===== src/rtl/weyl_pkg.sv =====
// Shared types and Weyl-permutation helpers for the thermometer stream decoder.
// Default geometry: N=64, BASE=61, STRIDE=17.
package weyl_pkg;

    localparam int BITSTREAM_DEF = 64;
    localparam int BASE_DEF      = 61;
    localparam int STRIDE_DEF    = 17;

    typedef enum logic {S_COLLECT, S_HOLD} weyl_dec_state_e;

    // Stream position that carries thermometer index i.
    function automatic int weyl_idx(input int i);
        return (BASE_DEF + i * STRIDE_DEF) % BITSTREAM_DEF;
    endfunction

    // Modular inverse of an odd stride by exhaustive search; elaboration time only.
    function automatic int stride_inv(input int stride, input int n);
        int inv;
        inv = 1;
        for (int k = 1; k < n; k++) begin
            if (((stride * k) % n) == 1) begin
                inv = k;
                break;
            end
        end
        return inv;
    endfunction

    // Thermometer index of stream position 0.
    function automatic int i0_of(input int n, input int base, input int inv);
        return ((n - (base % n)) * inv) % n;
    endfunction

    localparam int STRIDE_INV = stride_inv(STRIDE_DEF, BITSTREAM_DEF);
    localparam int I0         = i0_of(BITSTREAM_DEF, BASE_DEF, STRIDE_INV);

endpackage


===== src/rtl/weyl_inv_phase.sv =====
// Tracks the thermometer index of the current stream position and the highest-one /
// lowest-zero indices seen so far; flags a frame whose ones are not a prefix of indices.
import weyl_pkg::*;

module weyl_inv_phase #(
    parameter int N          = BITSTREAM_DEF,
    parameter int STRIDE_INV = weyl_pkg::STRIDE_INV,
    parameter int I0         = weyl_pkg::I0
) (
    input  logic clk,
    input  logic rst_n,
    input  logic clr,
    input  logic accept,
    input  logic bit_val,
    output logic order_err
);
    localparam int IW = $clog2(N);

    logic [IW-1:0] idx;
    logic [IW-1:0] max_one;
    logic [IW-1:0] min_zero;
    logic          any_one;
    logic          any_zero;

    logic [IW-1:0] max_one_nxt;
    logic [IW-1:0] min_zero_nxt;
    logic          any_one_nxt;
    logic          any_zero_nxt;

    // Indices are distinct within a frame, so a fresh one/zero only needs comparing to the tracker.
    // NOTE: every always_comb output gets a default first so no latch can be inferred.
    always_comb begin
        max_one_nxt  = max_one;
        min_zero_nxt = min_zero;
        any_one_nxt  = any_one;
        any_zero_nxt = any_zero;
        if (accept && bit_val) begin
            any_one_nxt = 1'b1;
            if (!any_one || idx > max_one)
                max_one_nxt = idx;
        end
        if (accept && !bit_val) begin
            any_zero_nxt = 1'b1;
            if (!any_zero || idx < min_zero)
                min_zero_nxt = idx;
        end
        order_err = any_one_nxt && any_zero_nxt && (max_one_nxt > min_zero_nxt);
    end

    // N is a power of two, so the mod-N index arithmetic is plain IW-bit wraparound.
    always_ff @(posedge clk or negedge rst_n) begin
        if (!rst_n) begin
            idx      <= IW'(I0);
            max_one  <= '0;
            min_zero <= '0;
            any_one  <= 1'b0;
            any_zero <= 1'b0;
        end else if (clr) begin
            idx      <= IW'(I0);
            max_one  <= '0;
            min_zero <= '0;
            any_one  <= 1'b0;
            any_zero <= 1'b0;
        end else if (accept) begin
            idx      <= idx + IW'(STRIDE_INV % N);
            max_one  <= max_one_nxt;
            min_zero <= min_zero_nxt;
            any_one  <= any_one_nxt;
            any_zero <= any_zero_nxt;
        end
    end

endmodule


===== src/rtl/weyl_decoder.sv =====
// Serial decoder: counts the ones of each N-bit Weyl-permuted thermometer frame.
// Define WEYL_DECODER_CHECK_EN to build the thermometer-legality check behind quota_err.
import weyl_pkg::*;

module weyl_decoder #(
    parameter int BITSTREAM = BITSTREAM_DEF,
    parameter int BASE      = BASE_DEF,
    parameter int STRIDE    = STRIDE_DEF
) (
    input  logic                         clk,
    input  logic                         rst_n,
    input  logic                         frame_clr,
    input  logic                         in_valid,
    output logic                         in_ready,
    input  logic                         in_bit,
    output logic                         out_valid,
    input  logic                         out_ready,
    output logic [$clog2(BITSTREAM):0]   quota_num,
    output logic                         quota_err
);
    localparam int PW = $clog2(BITSTREAM);
    localparam int CW = PW + 1;

    if ((BITSTREAM < 4) || ((BITSTREAM & (BITSTREAM - 1)) != 0) ||
        ((STRIDE % 2) == 0) || (BASE < 0)) begin : g_bad_cfg
        $error("weyl_decoder: illegal BITSTREAM/BASE/STRIDE combination");
    end

    weyl_dec_state_e state;
    logic [PW-1:0]   pos;
    logic [CW-1:0]   count;
    logic [CW-1:0]   count_nxt;
    logic            accept;
    logic            last;
    logic            err_nxt;

    assign accept    = in_valid && in_ready;
    assign last      = (pos == PW'(BITSTREAM - 1));
    assign count_nxt = count + CW'(in_bit);

`ifdef WEYL_DECODER_CHECK_EN
    localparam int SINV = stride_inv(STRIDE, BITSTREAM);
    localparam int IST  = i0_of(BITSTREAM, BASE, SINV);

    logic order_err;

    weyl_inv_phase #(
        .N          (BITSTREAM),
        .STRIDE_INV (SINV),
        .I0         (IST)
    ) u_inv_phase (
        .clk       (clk),
        .rst_n     (rst_n),
        .clr       (frame_clr || (accept && last)),
        .accept    (accept),
        .bit_val   (in_bit),
        .order_err (order_err)
    );

    assign err_nxt = order_err || (count_nxt == CW'(BITSTREAM));
`else
    assign err_nxt = 1'b0;
`endif

    // NOTE: sequential state uses non-blocking assignments so all flops update from pre-edge values.
    always_ff @(posedge clk or negedge rst_n) begin
        if (!rst_n) begin
            state     <= S_COLLECT;
            pos       <= '0;
            count     <= '0;
            in_ready  <= 1'b1;
            out_valid <= 1'b0;
            quota_num <= '0;
            quota_err <= 1'b0;
        end else if (frame_clr) begin
            state     <= S_COLLECT;
            pos       <= '0;
            count     <= '0;
            in_ready  <= 1'b1;
            out_valid <= 1'b0;
        end else begin
            case (state)
                S_COLLECT: begin
                    if (accept) begin
                        if (last) begin
                            quota_num <= count_nxt;
                            quota_err <= err_nxt;
                            pos       <= '0;
                            count     <= '0;
                            in_ready  <= 1'b0;
                            out_valid <= 1'b1;
                            state     <= S_HOLD;
                        end else begin
                            pos   <= pos + 1'b1;
                            count <= count_nxt;
                        end
                    end
                end
                S_HOLD: begin
                    if (out_ready) begin
                        out_valid <= 1'b0;
                        in_ready  <= 1'b1;
                        state     <= S_COLLECT;
                    end
                end
                default: begin
                    state     <= S_COLLECT;
                    in_ready  <= 1'b1;
                    out_valid <= 1'b0;
                end
            endcase
        end
    end

endmodule


===== config.mk =====
export PLATFORM = sky130hd
export DESIGN_NAME = weyl_decoder
export DESIGN_NICKNAME = d
export VERILOG_FILES = /design/src/rtl/weyl_pkg.sv /design/src/rtl/weyl_inv_phase.sv /design/src/rtl/weyl_decoder.sv
export SDC_FILE = /design/constraint.sdc
export NUM_CORES = 1
export LEC_CHECK = 0
export CAP_MARGIN = 20
export CORE_MARGIN = 2
export CORE_UTILIZATION = 53
export CTS_CLUSTER_DIAMETER = 60
export DETAILED_ROUTE_END_ITERATION = 6
export PLACE_DENSITY = 0.78
export SYNTH_ARGS = -nofsm -noshare
export SYNTH_HDL_FRONTEND = slang
export SYNTH_SLANG_ARGS = --single-unit
export TNS_END_PERCENT = 50

===== constraint.sdc =====
create_clock -name clk -period 1.9 [get_ports clk]
set_input_delay 0.57 -clock clk [delete_from_list [all_inputs] [get_ports clk]]
set_output_delay 0.57 -clock clk [all_outputs]
set_load 0.02 [all_outputs]

==> flow_summary.toml, run 1 <==
[routing]
vias = 873
drtIter0Drc = 6
wl_per_cell_um = 13.0
drtAntennaViolNets = 0
viasPerCell = 5.42
drt-total-wl_um = 2100
firstDrtPassIters = 4
route.detailed.drc = 0

[sta]
skew_ps = 7.40
rsz0062_at_grt = "no"
slew_viol_final = 0
setup_viol = 0
min_period_over_period_pct = 97.1
clock.fmax_mhz = 542
hold_viol = 0
min_period_ps = 1850
hold_slack_ps = 518

[clocking]
clk_latency_ps = 300
clkTransAtPathRegs_ps = 110
htreeDepth = 1
clockBufferDepth = 2
clock_sinks = 23
numCtsBuffers = 3
cts_tree = "built"
clockRootBuffer = "clkbuf_4"
post_cts.repair.setup_buffers = 0

[cells_and_area]
final_common_cell = "dfrtp_1"
nFillCells = 165
area_growth_pct = 20.6
drive_gt1_share_pct = 19.4
ff_latch_area_um2 = 577
utilization_pct = 69.7
layout_common_cells = "dfrtp_1, nand2_1, clkdlybuf4s50_1"
multi_input_area_um2 = 556
nets = 144
antenna_cells = 0

[grt]
grt-ovfl-total = 0
antenna_found_initial = 0
grt_pass1_vias = 812
grt_max_degree = 24
grt_first_pass_wirelength_um = 3620
use_met3_pct = 2.05
top_usage_layer = "met2"
use_met2_pct = 30.5
grtUsageTotal_pct = 18.6
grtUsageMet1_pct = 25.0

[logic_synthesis]
synth_seq_cells = 23
avgSynthCellArea_um2 = 10.4
seq_area_frac_synth_pct = 49.4
synth_warnings = 0
syn-num-nets = 121
post_synth_instance_area_um2 = 1170
synth_top_area_share_pct = 47.1
yosysTopAreaCell = "dfrtp_1"
ys_types = 31
synthCells = 112
synth.area.top_cells = "dfrtp_1, mux2_2, nand2_1, nand3_1, a21oi_1"

[power_and_ir_drop]
p_leak_nw = 0.656
peakVddDrop_mv = 0.489
power_density_nw_per_um2 = 556

[placement]
place.gp.congestion = 0.825
hpwl_um = 1550
numPortBuffers = 14

[worst_setup_path]
crit_type = "reg2out"
slowest_delay_ps = 610
crit_path_max_fanout = 2
required_ps = 1330
crit_slowest_cell = "clkdlybuf4s50_1"
cp.arrival_ps = 1280
crit_family = "buffers and inverters"
crit_path_cell_trace = "clkdlybuf4s50_1"
worst-path-buf-inv = 1
endpoint_kind = "primary output"
cp-start-kind = "flip-flop"

[outcome]
status = "finished clean"

[min_path]
hold_class = "reg2reg"

[floorplan]
die-height_um = 51.0
die_x_um = 51.0
dieArea_um2 = 2600
start_util_pct = 57.8
coreArea_um2 = 2020
rows = 16
io_pins = 16

[run]
maxCapViolations = 0
==> registers in the layout, summed over array words and instances (netlist names) <==
register / cells
count: 7
quota_num: 7
state: 1
pos: 6
in_ready: 1
out_valid: 1
==> kinds of logic (layout without fill, tap and decap cells) <==
family	Yosys count	count (layout)	share of synthesized area, %
simple gates	48	48	23.3
flops	23	23	49.4
compound gates	17	17	8.67
xor+xnor	7	7	5.25
mux	7	7	6.75
buf+inv	6	28	3.11
fa+ha+maj	3	3	3.21
other cells	1	1	0.321
==> final timing paths <==
| path | startpoint | to | slack, ps | cells past startpoint |
|---|---|---|---|---|
| worst max-delay path | quota_num[5] | quota_num[5] | 50 | 1 |
| worst min-delay path | quota_num[2] | quota_num[2] | 520 | 1 |
| worst max register to register | pos[0] | quota_num[1] | 290 | 4 |
| worst min register to register | quota_num[2] | quota_num[2] | 520 | 1 |
| max in group asynchronous | rst_n | in_ready | 1010 | 2 |
| min in group asynchronous | rst_n | pos[5] | 610 | 2 |
==> through the flow <==
step | area [um2] | total power [mW] | setup slack, ps | std cells | TNS (ps)
2_1_floorplan | 1170 | 0.544 | 247 | 112 | 0
5_1_grt | 1410 | 0.824 | 4.57 | 161 | 0
3_5_place_dp | 1380 | 0.579 | -232 | 157 | -2040
3_3_place_gp | 1380 | 0.578 | -199 | 157 | -1810
6_report | 1410 | 0.783 | 54.8 | 161 | 0
4_1_cts | 1410 | 0.795 | 35.1 | 161 | 0
==> cells in the mapped netlist (all sizes together) <==
master	n
dfrtp	22
nand2	16
nand3	11
a21oi	9
mux2	7
nor2	5
a31oi	4
buf	4
xnor2	4
ha	3
nor3	3
xor2	3
a31o	2
and3	2
clkbuf	2
nand3b	2
nand4	2
nor3b	2
a21o	1
and3b	1
conb	1
dfstp	1
nand2b	1
nand4b	1
o21ai	1
or2b	1
or3	1
==> layout make-up <==
type / instances / share of cell area (%)
multi-input cells: 83 / 39.4
clock buffers: 4 / 1.87
flip-flops and latches: 23 / 40.9
well taps: 27 / 2.40
repair buffers: 24 / 15.4
==> power by group <==
part           leakage, nW  total, mW  switching [mW]  internal (mW)
Clock               0.0150      0.214           0.132         0.0816
Combinational        0.325     0.0675          0.0383         0.0292
Sequential           0.316      0.502         0.00668          0.495
==> metal layers <==
layer | wire length (um) | up-vias
met2 | 987 | 19
li1 | - | 437
met4 | 23 | 0
met1 | 991 | 415
met3 | 97 | 2
met5 | 0 | -
==> timing repair <==
action	4_1_cts	5_1_grt
setup endpoints to repair	1	1
endpoints found under the hold margin	0	0
resized for setup	1	1
hold buffers	0	0
(Power assumes the default switching activity.)
==> inputs of run 2 (changes only) <==
--- a/config.mk
+++ b/config.mk
@@ -5,7 +5,7 @@
 export SDC_FILE = /design/constraint.sdc
 export NUM_CORES = 1
 export LEC_CHECK = 0
-export CAP_MARGIN = 20
+export CAP_MARGIN = 30
 export CORE_MARGIN = 2
 export CORE_UTILIZATION = 53
 export CTS_CLUSTER_DIAMETER = 60
@@ -13,5 +13,6 @@
 export PLACE_DENSITY = 0.78
 export SYNTH_ARGS = -nofsm -noshare
 export SYNTH_HDL_FRONTEND = slang
+export SYNTH_HIERARCHICAL = 1
 export SYNTH_SLANG_ARGS = --single-unit
 export TNS_END_PERCENT = 50
==> results of run 2 <==
Final layout, timing and power as in run 1 (identical DEF).
Main changes from that run: Yosys warning count 0 -> 6
==> inputs of run 3 (changes only) <==
--- a/config.mk
+++ b/config.mk
@@ -6,11 +6,13 @@
 export NUM_CORES = 1
 export LEC_CHECK = 0
 export CAP_MARGIN = 30
+export CELL_PAD_IN_SITES_DETAIL_PLACEMENT = 0
+export CELL_PAD_IN_SITES_GLOBAL_PLACEMENT = 1
 export CORE_MARGIN = 2
-export CORE_UTILIZATION = 53
+export CORE_UTILIZATION = 41
 export CTS_CLUSTER_DIAMETER = 60
 export DETAILED_ROUTE_END_ITERATION = 6
-export PLACE_DENSITY = 0.78
+export PLACE_DENSITY_LB_ADDON = 0.1
 export SYNTH_ARGS = -nofsm -noshare
 export SYNTH_HDL_FRONTEND = slang
 export SYNTH_HIERARCHICAL = 1
==> run 3 against run 2 <==
Clock-buffer cell count decreased by 1. Final cell count increased by 1.9%. Area after synthesis unchanged. Fmax grew 0.19%. Non-clock buffer count is 1 lower. Critical path type unchanged. Flip-flop and latch count unchanged. Register-to-register slack improved by 40 ps. Clock power up 7%. Largest cell class unchanged. Sequential share of layout area decreased by 0.32 points.
==> flow_summary.toml, run 3 <==
[outcome]
status = "finished clean"

[floorplan]
rows = 19
coreArea_um2 = 2730
start_util_pct = 42.7
die_x_um = 57.4
dieArea_um2 = 3290
io_pins = 16
die-height_um = 57.4

[clocking]
clkTransAtPathRegs_ps = 130
htreeDepth = 1
clock_sinks = 23
cts_resized = 1
clk_latency_ps = 310
post_cts.repair.setup_buffers = 0
numCtsBuffers = 3
clockBufferDepth = 2
cts_tree = "built"
cts_hold_buffers = 0
clockRootBuffer = "clkbuf_4"

[logic_synthesis]
ys_types = 31
syn-num-nets = 121
synth_edf_count = 0
post_synth_instance_area_um2 = 1170
synth_warnings = 6
yosys-top-cells-count = "dfrtp_1, nand2_1, nand3_1, a21oi_1, mux2_2"
yosysMostFrequentCell = "dfrtp_1"
async_flop_share_pct = 100
synth.area.top_cells = "dfrtp_1, mux2_2, nand2_1, nand3_1, a21oi_1"
synthCells = 112
seq_area_frac_synth_pct = 49.4
synth_top_area_share_pct = 47.1
yosysTopAreaCell = "dfrtp_1"
synth_seq_cells = 23
avgSynthCellArea_um2 = 10.4
synthFlopType = "dfrtp_1"

[placement]
hpwl_um = 1650
numPortBuffers = 14
place.gp.congestion = 0.712
detailedPlace.worstSlack_ps = -234

[sta]
finalWorstSetupSlack_ps = 58.2
clock.fmax_mhz = 543
skew_ps = 2.62
hold_viol = 0
slew_viol_final = 0
min_period_over_period_pct = 96.9
setup_viol = 0
min_period_ps = 1840
rsz0062_at_grt = "no"
hold_slack_ps = 519

[routing]
firstDrtPassIters = 4
vias = 853
wl_per_cell_um = 13.5
drtIter0Drc = 29
drt-total-wl_um = 2220
route.detailed.drc = 0
drtAntennaViolNets = 0
viasPerCell = 5.20

[worst_setup_path]
required_ps = 1330
cp-start-kind = "flip-flop"
worst-path-buf-inv = 1
endpoint_kind = "primary output"
worst-path-stages = 1
cp.arrival_ps = 1270
critPathLaunch = "quota_num[5]"
crit_slowest_cell = "clkdlybuf4s50_1"
crit_type = "reg2out"
rr_endpoint = "quota_num[5]"
crit_family = "buffers and inverters"
crit_path_max_fanout = 2
reg2reg_depth = 4
crit_path_cell_trace = "clkdlybuf4s50_1"
timing.rr.start = "in_ready"
cp-endpoint = "quota_num[5]"
slowest_delay_ps = 600
ff2ff_setup_slack_ps = 330

[cells_and_area]
nets = 143
antenna_cells = 0
area_growth_pct = 21.5
reg_top3 = "count (7), quota_num (7), pos (6)"
layout_common_cells = "dfrtp_1, nand2_1, nand3_1"
utilization_pct = 51.9
final_common_cell = "dfrtp_1"
drive_gt1_share_pct = 19.5

[min_path]
hold_class = "reg2reg"

[grt]
antenna_found_initial = 0
grt_first_pass_wirelength_um = 3850
grt-ovfl-total = 0
grtUsageTotal_pct = 15.3
grt_max_degree = 24
grt_pass1_vias = 838

[power_and_ir_drop]
power_density_nw_per_um2 = 562
p_leak_nw = 0.748
peakVddDrop_mv = 0.417
power_uw = 798

[run]
maxCapViolations = 0
run 3: cell counts after synthesis:
Identical to the previous run, type by type.
run 3: power breakdown:
| part | switching [mW] | total (mW) | internal (mW) |
|---|---|---|---|
| logic | 0.0389 | 0.0666 | 0.0278 |
| clock network | 0.151 | 0.229 | 0.0787 |
| registers | 0.00647 | 0.502 | 0.495 |
| total | 0.196 | 0.798 | 0.602 |
run 3: metal layers:
| metal | GRT usage [%] | up-vias | wire (um) |
|---|---|---|---|
| li1 | - | 435 | - |
| met1 | 19.6 | 406 | 1020 |
| met2 | 25.6 | 10 | 1130 |
| met3 | 2.04 | 2 | 61 |
| met4 | 6.98 | 0 | 19 |
| met5 | 0 | - | 0 |
run 3: worst min path at each step:
stage | start | end | slack, ps | cells past startpoint
2_1_floorplan | rst_n | count[0] | 270 | 0
3_3_place_gp | quota_num[2] | quota_num[2] | 490 | 1
3_5_place_dp | quota_num[5] | quota_num[5] | 500 | 1
4_1_cts | quota_num[2] | quota_num[2] | 530 | 1
5_1_grt | quota_num[2] | quota_num[2] | 540 | 1
6_report | quota_num[6] | quota_num[6] | 520 | 1
run 3: final cells by class:
type,instances,area (um2)
clock buffer,3,22.5
clock inverter,1,5.00
fill,255,1310
multi-input combinational,83,556
sequential,23,577
tap,31,38.8
timing repair buffer,23,221
run 3: metrics by stage:
stage	instances	TNS (ps)	instance area (um2)
6_report	164	0	1420
3_5_place_dp	160	-2070	1380
4_1_cts	164	0	1410
2_1_floorplan	112	0	1170
5_1_grt	164	0	1420
3_3_place_gp	160	-1970	1380
run 3: kinds of logic after synthesis:
kind of cell	Yosys count	synth area share, %
compound gates	17	8.67
xor+xnor	7	5.25
fa+ha+maj	3	3.21
buf+inv	6	3.11
flops	23	49.4
mux	7	6.75
other cells	1	0.321
simple gates	48	23.3
